**src/rtl/i2c_reg_arbiter.sv**
```systemverilog
// Arbitrates a single register-file port between an I2C slave front end and a
// host bus. The I2C side gets a one-deep write buffer and a coherent read-back register.
module i2c_reg_arbiter #(
  parameter int ADDR_W = 8,
  parameter int DATA_W = 8
) (
  input  logic              clk,
  input  logic              rst,
  input  logic [ADDR_W-1:0] i2c_addr,
  input  logic [DATA_W-1:0] i2c_wdata,
  input  logic              i2c_we,
  output logic [DATA_W-1:0] i2c_rdata,
  output logic              i2c_ovf,
  input  logic              host_req,
  input  logic              host_we,
  input  logic [ADDR_W-1:0] host_addr,
  input  logic [DATA_W-1:0] host_wdata,
  output logic              host_ack,
  output logic [DATA_W-1:0] host_rdata,
  output logic [ADDR_W-1:0] rf_addr,
  output logic [DATA_W-1:0] rf_wdata,
  output logic              rf_we,
  output logic              rf_re,
  input  logic [DATA_W-1:0] rf_rdata,
  output logic [2:0]        o_dbg_state
);

  typedef enum logic [2:0] {
    IDLE     = 3'd0,
    I2C_WR   = 3'd1,
    I2C_RD   = 3'd2,
    I2C_CAP  = 3'd3,
    HOST_WR  = 3'd4,
    HOST_RD  = 3'd5,
    HOST_CAP = 3'd6
  } state_t;

  state_t              r_state;
  state_t              w_next;
  logic [ADDR_W-1:0]   w_rf_addr;
  logic [DATA_W-1:0]   w_rf_wdata;
  logic                w_host_grant;
  logic                w_rd_set;
  logic                r_wr_pend;
  logic [ADDR_W-1:0]   r_wr_addr;
  logic [DATA_W-1:0]   r_wr_data;
  logic                r_rd_pend;
  logic [ADDR_W-1:0]   r_addr_q;

  assign o_dbg_state = r_state;

  // Host handshake: host_req is held with stable host_we/addr/wdata until the
  // one-cycle host_ack; req is ignored in the ack cycle itself and counts as a
  // new request from the following cycle. A same-cycle I2C strobe also defers
  // the grant so the strobe lands in wr_pend and wins arbitration next cycle.
  assign w_host_grant = host_req && !host_ack && !i2c_we;

  // Any change of the I2C pointer, or any write landing on it, stales i2c_rdata.
  assign w_rd_set = (i2c_addr != r_addr_q) || (rf_we && (rf_addr == i2c_addr));

  always_comb begin
    w_next     = r_state;
    w_rf_addr  = rf_addr;
    w_rf_wdata = rf_wdata;
    case (r_state)
      IDLE: begin
        if (r_wr_pend) begin
          w_next     = I2C_WR;
          w_rf_addr  = r_wr_addr;
          w_rf_wdata = r_wr_data;
        end else if (r_rd_pend) begin
          w_next    = I2C_RD;
          w_rf_addr = i2c_addr;
        end else if (w_host_grant) begin
          w_next    = host_we ? HOST_WR : HOST_RD;
          w_rf_addr = host_addr;
          if (host_we) w_rf_wdata = host_wdata;
        end
      end
      I2C_WR:   w_next = IDLE;
      I2C_RD:   w_next = I2C_CAP;
      I2C_CAP:  w_next = IDLE;
      HOST_WR:  w_next = IDLE;
      HOST_RD:  w_next = HOST_CAP;
      HOST_CAP: w_next = IDLE;
      default:  w_next = IDLE;
    endcase
  end

  // Register-file strobes are registered off the next state so they are high
  // for exactly the cycle spent in the matching access state.
  always_ff @(posedge clk or posedge rst) begin
    if (rst) begin
      r_state    <= IDLE;
      rf_we      <= 1'b0;
      rf_re      <= 1'b0;
      rf_addr    <= '0;
      rf_wdata   <= '0;
      i2c_rdata  <= '0;
      host_ack   <= 1'b0;
      host_rdata <= '0;
    end else begin
      r_state  <= w_next;
      rf_we    <= (w_next == I2C_WR) || (w_next == HOST_WR);
      rf_re    <= (w_next == I2C_RD) || (w_next == HOST_RD);
      rf_addr  <= w_rf_addr;
      rf_wdata <= w_rf_wdata;
      host_ack <= (r_state == HOST_WR) || (r_state == HOST_CAP);
      if (r_state == HOST_CAP) host_rdata <= rf_rdata;
      if (r_state == I2C_CAP)  i2c_rdata  <= rf_rdata;
    end
  end

  always_ff @(posedge clk or posedge rst) begin
    if (rst) begin
      r_wr_pend <= 1'b0;
      r_wr_addr <= '0;
      r_wr_data <= '0;
      r_rd_pend <= 1'b1;
      r_addr_q  <= '0;
      i2c_ovf   <= 1'b0;
    end else begin
      r_addr_q <= i2c_addr;
      if (i2c_we) begin
        r_wr_pend <= 1'b1;
        r_wr_addr <= i2c_addr;
        r_wr_data <= i2c_wdata;
      end else if (r_state == I2C_WR) begin
        r_wr_pend <= 1'b0;
      end
      if (i2c_we && r_wr_pend) i2c_ovf <= 1'b1;
      // A pointer move during I2C_RD/I2C_CAP re-arms the refresh: last address wins.
      if (w_rd_set)                r_rd_pend <= 1'b1;
      else if (r_state == I2C_RD)  r_rd_pend <= 1'b0;
    end
  end

endmodule

```
**config.mk**
```make
export PLATFORM = sky130hd
export DESIGN_NAME = i2c_reg_arbiter
export DESIGN_NICKNAME = d
export VERILOG_FILES = /design/src/rtl/i2c_reg_arbiter.sv
export SDC_FILE = /design/constraint.sdc
export NUM_CORES = 1
export LEC_CHECK = 0
export CAP_MARGIN = 20
export CORE_MARGIN = 5
export CORE_UTILIZATION = 64
export CTS_CLUSTER_SIZE = 16
export DETAILED_ROUTE_END_ITERATION = 16
export DONT_BUFFER_PORTS = 1
export PLACE_DENSITY = 0.86
export SETUP_SLACK_MARGIN = 0.2
export SYNTH_ARGS = -nofsm -noshare
export SYNTH_HDL_FRONTEND = slang
export SYNTH_SLANG_ARGS = --single-unit
```
**constraint.sdc**
```tcl
create_clock -name clk -period 4.3 [get_ports clk]
set_input_delay 1.29 -clock clk [delete_from_list [all_inputs] [get_ports clk]]
set_output_delay 1.29 -clock clk [all_outputs]
set_load 0.05 [all_outputs]
```
==> results of run 1 <==
-- where the power goes --
part           switching (mW)  leakage, nW  internal (mW)
Combinational           0.174        0.518          0.253
Sequential              0.646        0.768          0.760
Clock                   0.213       0.0932          0.238
Total                    1.03         1.38           1.25
-- cell usage after synthesis, drive strengths merged --
| cell | number | share of area, % |
|---|---|---|
| o21bai | 1 | 0.27 |
| nor3b | 2 | 0.53 |
| nor3 | 2 | 0.53 |
| clkbuf | 5 | 0.67 |
| o21ai | 9 | 1.7 |
| o31a | 1 | 0.31 |
| xor2 | 11 | 3.4 |
| dfrtp | 64 | 57 |
| nand2 | 11 | 1.7 |
| inv | 4 | 0.53 |
| a21oi | 11 | 2.0 |
| nand4 | 2 | 0.44 |
| dfstp | 1 | 0.93 |
| nor4 | 3 | 0.67 |
| xnor2 | 5 | 1.6 |
| buf | 5 | 0.84 |
| mux2 | 48 | 20 |
| a21o | 1 | 0.27 |
| o31ai | 2 | 0.53 |
| nand3 | 1 | 0.18 |
| nor2b | 1 | 0.22 |
| nand3b | 2 | 0.53 |
| o211a | 1 | 0.35 |
| mux2i | 8 | 2.8 |
| or4b | 1 | 0.49 |
| nor2 | 11 | 1.5 |
-- layer usage --
metal  vias to the layer above  part of all wire [%]
li1                        748                     -
met1                       812                    39
met2                        55                    48
met3                        12                    10
met4                         0                   2.5
met5                         -                     0
-- per-stage QoR --
stage                     instance area, sq um  hold WS (ns)  power [mW]  cells
final                                     3030         0.506        2.28    273
after CTS                                 3030         0.508        2.31    273
after global routing                      3030         0.517        2.40    273
after detailed placement                  2860         0.492        1.86    257
after global placement                    2860         0.484        1.83    257
after floorplan                           2820         0.475        1.75    213
-- kinds of logic (layout without fill, tap and decap cells) --
family                    Yosys count  after routing  synth area share, %
AOI/OAI and AO/OA                  26             26                 5.41
xor gates and xnor gates           16             16                 4.97
buffers and inverters              14             22                 2.04
DFF                                65             65                 57.7
muxes                              56             56                 23.1
and+or+nand+nor                    36             36                 6.79
-- state kept, by name, summed over array words and instances (netlist names) --
| name | cells |
|---|---|
| r_wr_data | 8 |
| i2c_ovf | 1 |
| r_rd_pend | 1 |
| rf_re | 1 |
| rf_wdata | 8 |
| r_addr_q | 8 |
| rf_addr | 8 |
| i2c_rdata | 8 |
| host_ack | 1 |
| host_rdata | 8 |
| o_dbg_state | 3 |
| r_wr_addr | 8 |
| r_wr_pend | 1 |
| rf_we | 1 |
-- worst max path at each step --
stage / start / to / slack, ns
floorplan: rst / host_ack / 1.39
global placement: i2c_we / rf_wdata[6] / 1.70
detailed placement: i2c_we / rf_wdata[3] / 1.68
CTS: o_dbg_state[0] / o_dbg_state[0] / 1.83
global route: o_dbg_state[2] / o_dbg_state[2] / 1.79
finish: o_dbg_state[2] / o_dbg_state[2] / 1.85
-- worst reg2reg max path, stage by stage, from the launching register on --
cell and delay (ns):
dfrtp_1 1.01, inv_1 0.26, o21ai_2 0.15, nand2_4 0.14
mux2_4 0.33
-- cell type report --
cell class	count	area [sq um]
Timing Repair Buffer	2	15.0
Sequential cell	65	1630
Fill cell	307	1290
Tap cell	52	65.1
Clock inverter	3	15.0
Clock buffer	13	159
Inverter	4	15.0
Multi-Input combinational cell	134	1130
==> impl_metrics.tcl, run 1 <==
set metrics [dict create \
    final_common_cell "dfrtp_1" \
    cp_max_fo 10 \
    worstSetupPathType "flip-flop to output pin" \
    remaining_drc_errors 0 \
    ys_types 32 \
    layout_common_cells "dfrtp_1 (64), mux2_2 (40)" \
    grtUsageMet2_pct 31.6 \
    rows 24 \
    gr-usage-met3_pct 10.0 \
    dp_hpwl_um 3880 \
    met1_usage_pct 22.8 \
    num_vias 1627 \
    finClkSkew_ns 0.00745 \
    grt_max_degree 46 \
    rr_endpoint "rf_wdata[4]" \
    tns_ns 0 \
    core_region_area_sq_um 4320 \
    finalSetupViolations 0 \
    syn-num-nets 258 \
    antennaDiodeCount 0 \
    post-route-util_pct 70.1 \
    synthToLayoutAreaGrowth_pct 7.50 \
    drtPass1Iterations 4 \
    antenna_found_initial 0 \
    avgSynthCellArea_sq_um 13.2 \
    ant_nets 0 \
    outcome "completed" \
    holdPathEnd "r_wr_data[6]" \
    start_util_pct 65.2 \
    numCtsBuffers 9 \
    syn-cell-area_sq_um 2820 \
    wire_per_inst_um 19.8 \
    layout.nets 261 \
    viasPerCell 5.96 \
    maxCapViolCount 0 \
    ctsResizeCount 0 \
    worstMarginPinSlew_ns 1.02 \
    num_io_pins 84 \
    h-tree-depth 3 \
    worst_setup_path_end_kind "output pin" \
    grt_pass1_vias 1818 \
    cp.depth 0 \
    min_path_cells 1 \
    layout_min_cycle_time_ns 2.45 \
    grt_remaining_overflow 0 \
    irDropWorstVdd_mv 0.584 \
    path_clk_slew_ns 0.07 \
    fp.dieArea_sq_um 5830 \
    r2r-start "r_wr_pend" \
    finalHoldViolCount 0 \
    post-cts-setup-buffers 0 \
    synthCells 213 \
    tritoncts "built" \
    synth-seq-area-share_pct 57.7 \
    grt_setup_unrepaired "no" \
    cp.required_ns 3.01 \
    power_density_nw_per_um2 753 \
    numPortBuffers 0 \
    die_h_um 76.4 \
    fmaxAchievable_mhz 408 \
    slew_headroom_pct 32.3 \
    die_w_um 76.4 \
    grt_pass1_wl_um 9230 \
    crit_arrival_ns 1.16 \
    place_congestion 0.756 \
    clock_latency_ns 0.33 \
    setup_slack_ns 1.85 \
    drt_iter0_markers 82 \
    grt_usage_pct 20.1 \
    top_usage_layer "met2" \
    regToRegSetupSlack_ns 2.29 \
    cellLeakagePower_nw 1.38 \
    drt_wl_total_um 5400 \
    pre_cts_ws_ns 1.68 \
    holdBufCountCts 0 \
    hold_class "flip-flop to flip-flop" \
    fin_crit_sh_pct 57.0 \
    startpoint_type "flip-flop" \
    clock_path_buffers 2 \
    synth_warnings 0 \
    reg2regPathDepth 4 \
    drive_above_1_share_pct 31.7 \
    cts_root_buffer "clkbuf_8" \
    cts_sinks 65 \
    ys_seq_elements 65 \
    hp-start "r_wr_data[6]" \
    slew_violations 0 \
]
Note: power is estimated with default switching activity, not from simulation.
==> run 2: changes to the inputs <==
CORE_UTILIZATION = 56   (was 64)
PLACE_DENSITY = 0.8   (was 0.86)
clock period = 2.2 ns   (was 4.3 ns; I/O delays follow)
==> run 2 against run 1 <==
  * Non-clock buffer count grew 10
  * Routed wire length up 3.4%
  * Setup slack lost 1.4 ns
  * Power increased by 98%
  * Final cell count grew 9.2%
  * Clock skew is 0.0014 ns lower
  * Register-to-register slack got worse by 1.8 ns
  * Highest routed layer unchanged
==> impl_metrics.tcl, run 2 (synthesis results as in run 1) <==
set metrics [dict create \
    outcome "completed" \
    startpoint_type "flip-flop" \
    power_density_nw_per_um2 1450 \
    antenna_found_initial 0 \
    post-cts-setup-buffers 0 \
    drt_wl_total_um 5580 \
    hold_class "primary input to async pin" \
    viasPerCell 5.55 \
    multi_input_area_sq_um 1130 \
    cts_sinks 65 \
    worstMarginPinSlew_ns 0.562 \
    numCtsBuffers 9 \
    final_common_cell "dfrtp_1" \
    crit_arrival_ns 1.11 \
    pre_cts_ws_ns 0.218 \
    die_w_um 81.0 \
    finClkSkew_ns 0.00608 \
    dp_hpwl_um 4060 \
    holdBufCountCts 0 \
    worstSetupPathType "flip-flop to output pin" \
    num_vias 1654 \
    slew_violations 0 \
    grt_usage_pct 18.6 \
    fill_cells 397 \
    num_io_pins 84 \
    cp_max_fo 9 \
    drive_above_1_share_pct 34.6 \
    layout_min_cycle_time_ns 1.77 \
    grt_pass1_wl_um 9070 \
    drt_iter0_markers 50 \
    clock_path_buffers 2 \
    slew_headroom_pct 62.6 \
    tns_ns 0 \
    layout.nets 271 \
    cp.required_ns 1.54 \
    fp.dieArea_sq_um 6560 \
    rows 25 \
    path_clk_slew_ns 0.07 \
    maxCapViolCount 0 \
    drtPass1Iterations 4 \
    finalHoldViolCount 0 \
    path_delay_family "flip-flops" \
    grt_pass1_vias 1784 \
    grt_max_degree 27 \
    layout_common_cells "dfrtp_1 (64), mux2_2 (40), buf_4 (12)" \
    ctsResizeCount 0 \
    remaining_drc_errors 0 \
    numPortBuffers 0 \
    crit_chain "buf_4" \
    clock_latency_ns 0.32 \
    grt_remaining_overflow 0 \
    critical_path.max_stage_delay_ns 0.51 \
    setup_slack_ns 0.429 \
    start_util_pct 58.5 \
    wire_per_inst_um 18.7 \
    cts_root_buffer "clkbuf_8" \
    finalSetupViolations 0 \
    post-route-util_pct 65.0 \
    ant_nets 0 \
    register_area_sq_um 1630 \
    tritoncts "built" \
    synthToLayoutAreaGrowth_pct 11.0 \
    worst_setup_path_end_kind "output pin" \
    die_h_um 81.0 \
    grt_setup_unrepaired "no" \
    fmaxAchievable_mhz 565 \
    place_congestion 0.727 \
    core_region_area_sq_um 4820 \
    critical_path_buf_inv_count 1 \
    cellLeakagePower_nw 1.42 \
    h-tree-depth 3 \
    fin_hold_ws_ns 0.249 \
    fin_crit_sh_pct 80.5 \
    irDropWorstVdd_mv 0.878 \
    cp_slowest_cell "dfrtp_1" \
    antennaDiodeCount 0 \
]
==> run 2: changes by cell type in the layout (fill, tap and decap cells not counted), sizes merged <==
cell      delta
inv          -1
clkinvlp     +1
buf         +10
==> run 2: final timing paths <==
kind / startpoint / endpoint / slack, ns / cells after the start
max: o_dbg_state[0] / o_dbg_state[0] / 0.43 / 1
min: rst / host_rdata[0] / 0.25 / 1
max reg2reg: r_wr_pend / rf_wdata[5] / 0.53 / 3
min reg2reg: rf_addr[3] / rf_addr[3] / 0.48 / 2
max in group asynchronous: rst / i2c_rdata[1] / 1.38 / 2
min in group clk: i2c_addr[6] / r_addr_q[6] / 0.36 / 0
==> run 2: layout make-up <==
cell class,instances,share of cell area (%)
sequential,65,52.0
tap,67,2.68
timing repair buffer,12,2.88
clock inverter,3,0.480
inverter,4,0.600
clock buffer,13,5.08
multi-input combinational,134,36.3
==> run 2: layer usage <==
metal  up-vias  part of all wire [%]  GRT usage (%)
met5         -                     0              0
met4         0                   1.2           7.60
met3         8                   9.1           7.76
met2        49                    48           29.5
met1       819                    41           22.3
li1        778                     -              -
==> run 2: stage by stage <==
stage          area (sq um)  power (mW)  cells
5_1_grt                3130        4.75    298
2_1_floorplan          2820        3.42    213
3_5_place_dp           2960        3.69    282
4_1_cts                3130        4.57    298
3_3_place_gp           2960        3.65    282
6_report               3130        4.53    298
==> run 2: where the power goes <==
part	leakage [nW]	total (mW)	internal [mW]	switching, mW
clock network	0.0932	0.879	0.466	0.414
registers	0.768	2.63	1.49	1.14
logic	0.563	1.02	0.541	0.484
